--- src/rtl/fetch_stage.sv ---
// Fetch front-end: requests lines from the I-cache, unpacks them into a PC-tagged instruction queue.
// Optional FETCH_PERF_CNT_EN builds saturating miss/queue-stall cycle counters.
module fetch_stage #(
  parameter int unsigned       ADDR_W     = 64,
  parameter int unsigned       ISA_W      = 32,
  parameter int unsigned       LINE_W     = 128,
  parameter int unsigned       IQ_DEPTH   = 8,
  parameter logic [ADDR_W-1:0] RESET_ADDR = '0
) (
  input  logic                          clk_i,
  input  logic                          rst_ni,
  output logic [ADDR_W-1:0]             pc_o,
  output logic                          fetch_req_o,
  input  logic [LINE_W-1:0]             line_i,
  input  logic                          hit_i,
  input  logic                          redirect_i,
  input  logic [ADDR_W-1:0]             redirect_pc_i,
  output logic [ISA_W-1:0]              inst_o,
  output logic [ADDR_W-1:0]             inst_pc_o,
  output logic                          inst_valid_o,
  input  logic                          inst_ready_i,
  output logic [$clog2(IQ_DEPTH+1)-1:0] iq_count_o,
  output logic [31:0]                   miss_cnt_o,
  output logic [31:0]                   full_cnt_o
);

  localparam int unsigned WPL     = LINE_W / ISA_W;
  localparam int unsigned LINE_B  = LINE_W / 8;
  localparam int unsigned OFF_LO  = $clog2(ISA_W / 8);
  localparam int unsigned OFF_W   = $clog2(WPL);
  localparam int unsigned BASE_LO = OFF_LO + OFF_W;
  localparam int unsigned PTR_W   = $clog2(IQ_DEPTH);
  localparam int unsigned CNT_W   = $clog2(IQ_DEPTH + 1);

  logic [ADDR_W-1:0] pc_q, pc_d;
  logic [CNT_W-1:0]  count_q, count_d;
  logic [PTR_W-1:0]  wr_ptr_q, wr_ptr_d;
  logic [PTR_W-1:0]  rd_ptr_q, rd_ptr_d;

  logic [ISA_W-1:0]  mem_inst_q [IQ_DEPTH];
  logic [ADDR_W-1:0] mem_pc_q   [IQ_DEPTH];

  logic [OFF_W-1:0]  off;
  logic [CNT_W-1:0]  n_words;
  logic [CNT_W-1:0]  free_slots;
  logic [ADDR_W-1:0] line_base;
  logic              enq, deq;

  assign off         = pc_q[BASE_LO-1:OFF_LO];
  assign n_words     = CNT_W'(WPL) - CNT_W'(off);
  assign free_slots  = CNT_W'(IQ_DEPTH) - count_q;
  assign fetch_req_o = (free_slots >= n_words);
  assign line_base   = pc_q & ~ADDR_W'(LINE_B - 1);

  assign enq = fetch_req_o && hit_i && !redirect_i;
  assign deq = inst_valid_o && inst_ready_i && !redirect_i;

  always_comb begin
    pc_d     = pc_q;
    count_d  = count_q;
    wr_ptr_d = wr_ptr_q;
    rd_ptr_d = rd_ptr_q;
    if (redirect_i) begin
      pc_d     = redirect_pc_i & ~ADDR_W'(3);
      count_d  = '0;
      wr_ptr_d = '0;
      rd_ptr_d = '0;
    end else begin
      if (enq) begin
        pc_d     = line_base + ADDR_W'(LINE_B);
        wr_ptr_d = wr_ptr_q + PTR_W'(n_words);
      end
      if (deq) rd_ptr_d = rd_ptr_q + PTR_W'(1);
      count_d = count_q + (enq ? n_words : '0) - (deq ? CNT_W'(1) : '0);
    end
  end

  always_ff @(posedge clk_i or negedge rst_ni) begin
    if (!rst_ni) begin
      pc_q     <= RESET_ADDR;
      count_q  <= '0;
      wr_ptr_q <= '0;
      rd_ptr_q <= '0;
    end else begin
      pc_q     <= pc_d;
      count_q  <= count_d;
      wr_ptr_q <= wr_ptr_d;
      rd_ptr_q <= rd_ptr_d;
    end
  end

  // Each entry works out which line word (if any) lands in it this cycle.
  for (genvar gi = 0; gi < IQ_DEPTH; gi++) begin : g_entry
    logic [PTR_W-1:0] rel;
    logic [OFF_W-1:0] word_idx;
    logic             wr_en;

    assign rel      = PTR_W'(gi) - wr_ptr_q;
    assign wr_en    = enq && (CNT_W'(rel) < n_words);
    assign word_idx = off + OFF_W'(rel);

    always_ff @(posedge clk_i or negedge rst_ni) begin
      if (!rst_ni) begin
        mem_inst_q[gi] <= '0;
        mem_pc_q[gi]   <= '0;
      end else if (wr_en) begin
        mem_inst_q[gi] <= line_i[word_idx*ISA_W +: ISA_W];
        mem_pc_q[gi]   <= line_base | (ADDR_W'(word_idx) << OFF_LO);
      end
    end
  end

  assign pc_o         = pc_q;
  assign inst_o       = mem_inst_q[rd_ptr_q];
  assign inst_pc_o    = mem_pc_q[rd_ptr_q];
  assign inst_valid_o = (count_q != '0);
  assign iq_count_o   = count_q;

`ifdef FETCH_PERF_CNT_EN
  logic [31:0] miss_cnt_q, full_cnt_q;

  always_ff @(posedge clk_i or negedge rst_ni) begin
    if (!rst_ni) begin
      miss_cnt_q <= '0;
      full_cnt_q <= '0;
    end else begin
      if (fetch_req_o && !hit_i && !redirect_i && (miss_cnt_q != 32'hFFFF_FFFF))
        miss_cnt_q <= miss_cnt_q + 32'd1;
      if (!fetch_req_o && !redirect_i && (full_cnt_q != 32'hFFFF_FFFF))
        full_cnt_q <= full_cnt_q + 32'd1;
    end
  end

  assign miss_cnt_o = miss_cnt_q;
  assign full_cnt_o = full_cnt_q;
`else
  assign miss_cnt_o = 32'd0;
  assign full_cnt_o = 32'd0;
`endif

  // The request gating must make queue overflow unreachable.
  a_no_overflow: assert property (@(posedge clk_i) disable iff (!rst_ni)
    count_q <= CNT_W'(IQ_DEPTH));
  a_enq_fits: assert property (@(posedge clk_i) disable iff (!rst_ni)
    enq |-> (n_words <= free_slots));

endmodule

--- config.mk ---
export PLATFORM = sky130hd
export DESIGN_NAME = fetch_stage
export DESIGN_NICKNAME = d
export VERILOG_FILES = /design/src/rtl/fetch_stage.sv
export SDC_FILE = /design/constraint.sdc
export NUM_CORES = 2
export LEC_CHECK = 0
export CAP_MARGIN = 20
export CORE_MARGIN = 8
export CORE_UTILIZATION = 58
export CTS_BUF_LIST = sky130_fd_sc_hd__clkbuf_16
export CTS_CLUSTER_SIZE = 40
export DETAILED_ROUTE_END_ITERATION = 12
export GPL_TIMING_DRIVEN = 0
export PLACE_DENSITY = 0.81
export SETUP_SLACK_MARGIN = 0.02
export SKIP_CTS_REPAIR_TIMING = 1
export SYNTH_ARGS = -nofsm -noshare
export SYNTH_HDL_FRONTEND = slang
export SYNTH_SLANG_ARGS = --single-unit
--- constraint.sdc ---
create_clock -name clk_i -period 3.99 [get_ports clk_i]
set_input_delay 0.798 -clock clk_i [delete_from_list [all_inputs] [get_ports clk_i]]
set_output_delay 0.798 -clock clk_i [all_outputs]
set_load 0.005 [all_outputs]
# After elaboration in Yosys (flattened, before gate mapping)
# Cells that the tools add are included.
# W data, S select, Z words.
# word_totals
regBits	842
latchBits	0
ram_bits	0
romBits	0
wordCells	101
mem_count	0
# classes
n_addsub	23
n_mul	0
div	0
order_cmp	10
n_eq_ne	0
shift	8
muxes	15
bitwise	9
reduce_logical	16
# ops
op	n
$shiftx A128 B8 Y32	8
$or A64 B4 Y64	8
$mux W64	4
$bmux W64 S3	1
$bmux W32 S3	1
$add A64 B5 Y64 const B	1
$mux W32	2
$lt A3 B4 Y1	8
$add A2 B2 Y2	8
$logic_and A1 B1 Y1	12
$mux W3	4
$sub A3 B3 Y3 const A	4
$mux W4	2
$sub A1 B3 Y3 const A	2
$sub A2 B3 Y3 const A	2
$add A4 B4 Y4	1
$ge A4 B4 Y1	1
$ge A4 B4 Y1 const B	1
$not A3 Y4	1
$reduce_bool A2 Y1	2
$reduce_bool A4 Y1	1
$sub A3 B2 Y4 const A	1
$sub A4 B1 Y4	1
$sub A4 B4 Y4 const A	1
4 further kinds	4

# Logic depth before layout (Yosys ltp)
# depth
word_depth	8
ltp_mapped	16
mapped_depth_nobuf	15

# Least setup slack after synthesis
# No wires, ideal clock.
# synth_path
path_type	flip-flop to flip-flop
from	register pc_q[2], in the netlist pc_o[2]
to	register count_q[3], in the netlist iq_count_o[3]
arrival_ns	3.127
required_ns	3.858
path_slack_ns	0.731
path_stages_with_launch	17
path_buffers	1
synth_period_minus_slack_ns	3.259
path_cell_list	dfrtp_1 inv_1 ha_1 inv_1 ha_1 o21ai_0 o21a_1 clkbuf_1 a211oi_2 nand2_1 ha_1 inv_1 ha_1 a21o_1 a21oi_1 xnor2_1 nor2_1
# synth_between
elab_chain_cells	8
# synth_rtl
item	line	text
from (decl)	35	logic [ADDR_W-1:0] pc_q, pc_d;
from (signal assigned)	85	pc_q <= pc_d;
$sub A3 B2 Y4 (*)	50	assign n_words = CNT_W'(WPL) - CNT_W'(off);
$ge A4 B4 Y1	52	assign fetch_req_o = (free_slots >= n_words);
$logic_and A1 B1 Y1 (2 in a row)	55	assign enq = fetch_req_o && hit_i && !redirect_i;
$mux W4 (*)	74	count_d = count_q + (enq ? n_words : '0) - (deq ? CNT_W'(1) : '0);
$add A4 B4 Y4 (*)	74	
$sub A4 B1 Y4 (*)	74	
$mux W4 (*)	63	if (redirect_i) begin
named net count_d[3]	36	logic [CNT_W-1:0] count_q, count_d;
to (signal assigned)	86	count_q <= count_d;
to (decl)	36	
# The timed path passes the listed nets; every way through them passes the cells marked *.
# A chain may end at the register's enable or synchronous reset.

# Final worst setup path
# layout_path
from	register rd_ptr_q[0]
to	output inst_o[11]
# layout_between
elab_chain_cells	4
# layout_rtl
item	line	text
from (decl)	38	logic [PTR_W-1:0] rd_ptr_q, rd_ptr_d;
from (signal assigned)	88	rd_ptr_q <= rd_ptr_d;
$not A3 Y4 (not written as such)	114	assign inst_o = mem_inst_q[rd_ptr_q];
$bmux W32 S3	114	
$mux W32 (not written as such) (2 in a row)	114	
to (decl)	18	output logic [ISA_W-1:0] inst_o,
# Every way passes these cells. The select of a mux whose other input is x is not followed.

==> insert_results.sql <==
INSERT INTO impl_metrics (metric_group, metric, value, unit) VALUES
('power_and_ir_drop', 'power.static_leakage', '20.1', 'nW'),
('clock_tree', 'worst_skew_pair.late_latency', '0.64', 'ns'),
('power_and_ir_drop', 'report.power.total', '43.7', 'mW'),
('synth', 'post-synth-top-area-fraction', '49.2', '%'),
('routing', 'drt_iter0_markers', '2467', ''),
('place', 'placement.io_buffers', '354', ''),
('sta', 'tightest_slew', '1.09', 'ns'),
('floorplanning', 'die_y', '285', 'um'),
('sta', 'achievable-frequency', '0.256', 'GHz'),
('clock_tree', 'h-tree-depth', '3', ''),
('power_and_ir_drop', 'comb_power_share', '48.4', '%'),
('floorplanning', 'placement_rows', '98', ''),
('global_route', 'globalRouteOverflowTotal', '0', ''),
('clock_tree', 'clock_sink_count', '824', ''),
('sta', 'final_max_slew_viol_count', '0', ''),
('synth', 'yosys.cell_types.count', '54', ''),
('synth', 'synth_top_cells_by_area', 'sky130_fd_sc_hd__dfrtp_1 (49%), sky130_fd_sc_hd__mux2_2 (22%), sky130_fd_sc_hd__mux4_2 (17%)', ''),
('synth', 'synth_sequential_area_ratio', '49.2', '%'),
('critical_path', 'critical_path.max_fanout', '10', ''),
('synth', 'synth_edf_count', '0', ''),
('cells_and_area', 'finish.instance_area', '0.0503', 'mm^2'),
('critical_path', 'required_time_of_the_critical_path', '3.19', 'ns'),
('floorplanning', 'core_area', '0.0715', 'mm^2'),
('critical_path', 'worstSetupEndpointType', 'output pin', ''),
('power_and_ir_drop', 'clkPwrFrac', '18.0', '%'),
('clock_tree', 'cts_tree', 'done', ''),
('sta', 'timing.hold.ws', '0.481', 'ns'),
('routing', 'routed_wl', '126', 'mm'),
('synth', 'synth_common_cells', 'sky130_fd_sc_hd__mux2_2 (829), sky130_fd_sc_hd__dfrtp_1 (824), sky130_fd_sc_hd__mux4_2 (316), sky130_fd_sc_hd__clkbuf_1 (159), sky130_fd_sc_hd__buf_4 (74)', ''),
('sta', 'final.setup.tns', '0', 'ns'),
('global_route', 'grt_pass1_vias', '31000', ''),
('routing', 'drtAntennaViolNets', '0', ''),
('critical_path', 'start_kind', 'flip-flop', ''),
('sta', 'worst_slew_margin_rel', '27.3', '%'),
('routing', 'vias_per_inst', '6.51', ''),
('synth', 'post_synth_inst_count', '2797', ''),
('synth', 'dominantRegCellSynth', 'sky130_fd_sc_hd__dfrtp_1', ''),
('place', 'detailed_place.area', '0.0471', 'mm^2'),
('clock_tree', 'cts-buffers-inserted', '85', ''),
('place', 'detailedPlace.worstSlack', '-0.924', 'ns'),
('cells_and_area', 'drive_above_1_share', '44.4', '%'),
('global_route', 'globalRouteTotalUtil', '30.5', '%'),
('place', 'dp_hpwl', '88.6', 'mm'),
('critical_path', 'critPathArrivalTime', '3.11', 'ns'),
('power_and_ir_drop', 'power.density', '868', 'mW/mm^2'),
('synth', 'synth.most_common_cell', 'sky130_fd_sc_hd__mux2_2', ''),
('power_and_ir_drop', 'sw_frac_of_total', '34.1', '%'),
('routing', 'detailed_router_iteration_count_before_antenna_repair', '6', ''),
('place', 'gp_routability_congestion', '0.888', ''),
('sta', 'setup_repair_after_global_routing_missed_its_margin', 'true', ''),
('clock_tree', 'cts_root_buffer', 'sky130_fd_sc_hd__clkbuf_16', ''),
('sta', 'fin_ws', '0.0776', 'ns'),
('sta', 'finClkSkew', '0.0250', 'ns'),
('synth', 'ys_ff_latch', '824', ''),
('sta', 'final_min_period_over_clock_period', '98.1', '%'),
('floorplanning', 'start_util', '58.6', '%'),
('cells_and_area', 'area_delta_synth_final', '20.1', '%'),
('global_route', 'largest_net_degree_at_the_start_of_global_routing', '130', ''),
('power_and_ir_drop', 'net-switching-power', '14.9', 'mW'),
('floorplanning', 'ioPinCount', '427', ''),
('synth', 'synth.avg_cell_area', '15.0', 'um^2'),
('run_status', 'status', 'finished clean', ''),
('clock_tree', 'cts.path.max_buffers', '3', ''),
('synth', 'synth_async_sr_flop_share', '100', '%'),
('critical_path', 'path_class', 'flip-flop to output pin', ''),
('routing', 'routed_wire_length_per_instance', '28.9', 'um'),
('flow_run', 'drv_cap', '0', ''),
('power_and_ir_drop', 'sequential_power_share', '33.6', '%'),
('power_and_ir_drop', 'cell_internal_pwr', '28.8', 'mW'),
('clock_tree', 'cts_clock_pin_slew_for_the_worst_setup_and_hold_paths', '0.06', 'ns'),
('sta', 'layout_min_cycle_time', '3.91', 'ns');
state kept, by name, summed over array words and instances (netlist names):
register and count:
mem_inst_q 256, iq_count_o 4, pc_o 62, rd_ptr_q 3
mem_pc_q 496, wr_ptr_q 3
layout by cell type (no fill, tap or decap), types with 6 or more instances in the layout:
cell type and instances:
sky130_fd_sc_hd__buf_6 8, sky130_fd_sc_hd__clkbuf_1 122, sky130_fd_sc_hd__clkbuf_4 24, sky130_fd_sc_hd__ha_1 25, sky130_fd_sc_hd__nor3_1 6, sky130_fd_sc_hd__or3_1 13, sky130_fd_sc_hd__buf_2 65, sky130_fd_sc_hd__o31ai_1 32
sky130_fd_sc_hd__xor2_1 10, sky130_fd_sc_hd__buf_1 9, sky130_fd_sc_hd__mux4_2 316, sky130_fd_sc_hd__buf_8 9, sky130_fd_sc_hd__clkbuf_16 88, sky130_fd_sc_hd__buf_16 7, sky130_fd_sc_hd__nand4_1 17, sky130_fd_sc_hd__inv_1 49
sky130_fd_sc_hd__nand2_1 68, sky130_fd_sc_hd__a21oi_1 7, sky130_fd_sc_hd__dfrtp_1 822, sky130_fd_sc_hd__a31oi_1 44, sky130_fd_sc_hd__nand3_1 27, sky130_fd_sc_hd__nor2_1 57, sky130_fd_sc_hd__clkinv_2 19, sky130_fd_sc_hd__conb_1 68
sky130_fd_sc_hd__clkinv_1 17, sky130_fd_sc_hd__mux2_2 829, sky130_fd_sc_hd__mux2i_1 8, sky130_fd_sc_hd__clkbuf_2 19, sky130_fd_sc_hd__and4_1 7, sky130_fd_sc_hd__nor4_1 6, sky130_fd_sc_hd__buf_4 81, sky130_fd_sc_hd__or4_1 33
sky130_fd_sc_hd__clkdlybuf4s50_1 353, sky130_fd_sc_hd__o21ai_0 36, sky130_fd_sc_hd__xnor2_1 15, sky130_fd_sc_hd__diode_2 15, sky130_fd_sc_hd__bufinv_16 7
area by class of cell:
type / instances / area, um^2
Antenna cell: 15 / 37.5
Clock buffer: 88 / 2200
Fill cell: 4644 / 21200
Clock inverter: 67 / 512
Inverter: 36 / 135
Timing Repair Buffer: 378 / 3940
Tap cell: 950 / 1190
Buffer: 322 / 1750
Multi-Input combinational cell: 1682 / 19900
Sequential cell: 824 / 20600
worst paths after layout:
check	start	to	slack [ns]	depth (start not counted)
setup / recovery	rd_ptr_q[0]	inst_o[11]	0.08	7
hold / removal	mem_pc_q[405]	mem_pc_q[405]	0.48	2
setup reg to reg	pc_o[2]	mem_inst_q[152]	0.12	7
hold reg to reg	mem_pc_q[405]	mem_pc_q[405]	0.48	2
max in group asynchronous	rst_ni	mem_pc_q[457]	1.42	5
min in group asynchronous	rst_ni	mem_pc_q[242]	0.60	2
metrics by stage:
step | util (%) | instances
6_report | 70.4 | 4362
5_1_grt | 70.4 | 4361
4_1_cts | 69.7 | 4332
3_5_place_dp | 65.9 | 4177
3_3_place_gp | 65.6 | 4168
2_1_floorplan | - | 2864
power by group through the flow:
stage | Sequential, mW | Combinational (mW) | Clock, mW
detailed placement | 14.7 | 20.6 | 0
global route | 15.1 | 22.3 | 8.26
finish | 14.7 | 21.2 | 7.85
global placement | 14.4 | 19.8 | 0
CTS | 14.6 | 20.7 | 7.91
floorplan | 13.8 | 14.0 | 0
critical path, cell delays in order (launching register included):
cell	delay, ns
sky130_fd_sc_hd__dfrtp_1	0.39
sky130_fd_sc_hd__buf_8	0.19
sky130_fd_sc_hd__buf_12	0.19
sky130_fd_sc_hd__clkbuf_4	0.22
sky130_fd_sc_hd__buf_8	0.17
sky130_fd_sc_hd__mux4_2	0.52
sky130_fd_sc_hd__mux2_2	0.31
sky130_fd_sc_hd__clkdlybuf4s50_1	0.46
routing by layer:
| layer | global-route usage [%] | vias to the layer above | wire length [um] | share of wire [%] |
|---|---|---|---|---|
| met1 | 38.9 | 15000 | 47700 | 38 |
| met3 | 8.06 | 282 | 11900 | 9.4 |
| li1 | - | 11600 | - | - |
| met4 | 13.5 | 2 | 4600 | 3.7 |
| met2 | 49.2 | 1545 | 61700 | 49 |
| met5 | 0 | - | 13 | 0.010 |
logic make-up after synthesis:
family	Yosys count	share of synthesized area, %
compound gates	151	2.57
fa+ha+maj	30	0.950
other cells	1	0.00895
simple gates	251	3.10
mux	1155	39.5
flops	824	49.2
buf+inv	358	4.07
xor+xnor	27	0.564
Power figures use the tool's default switching activity.
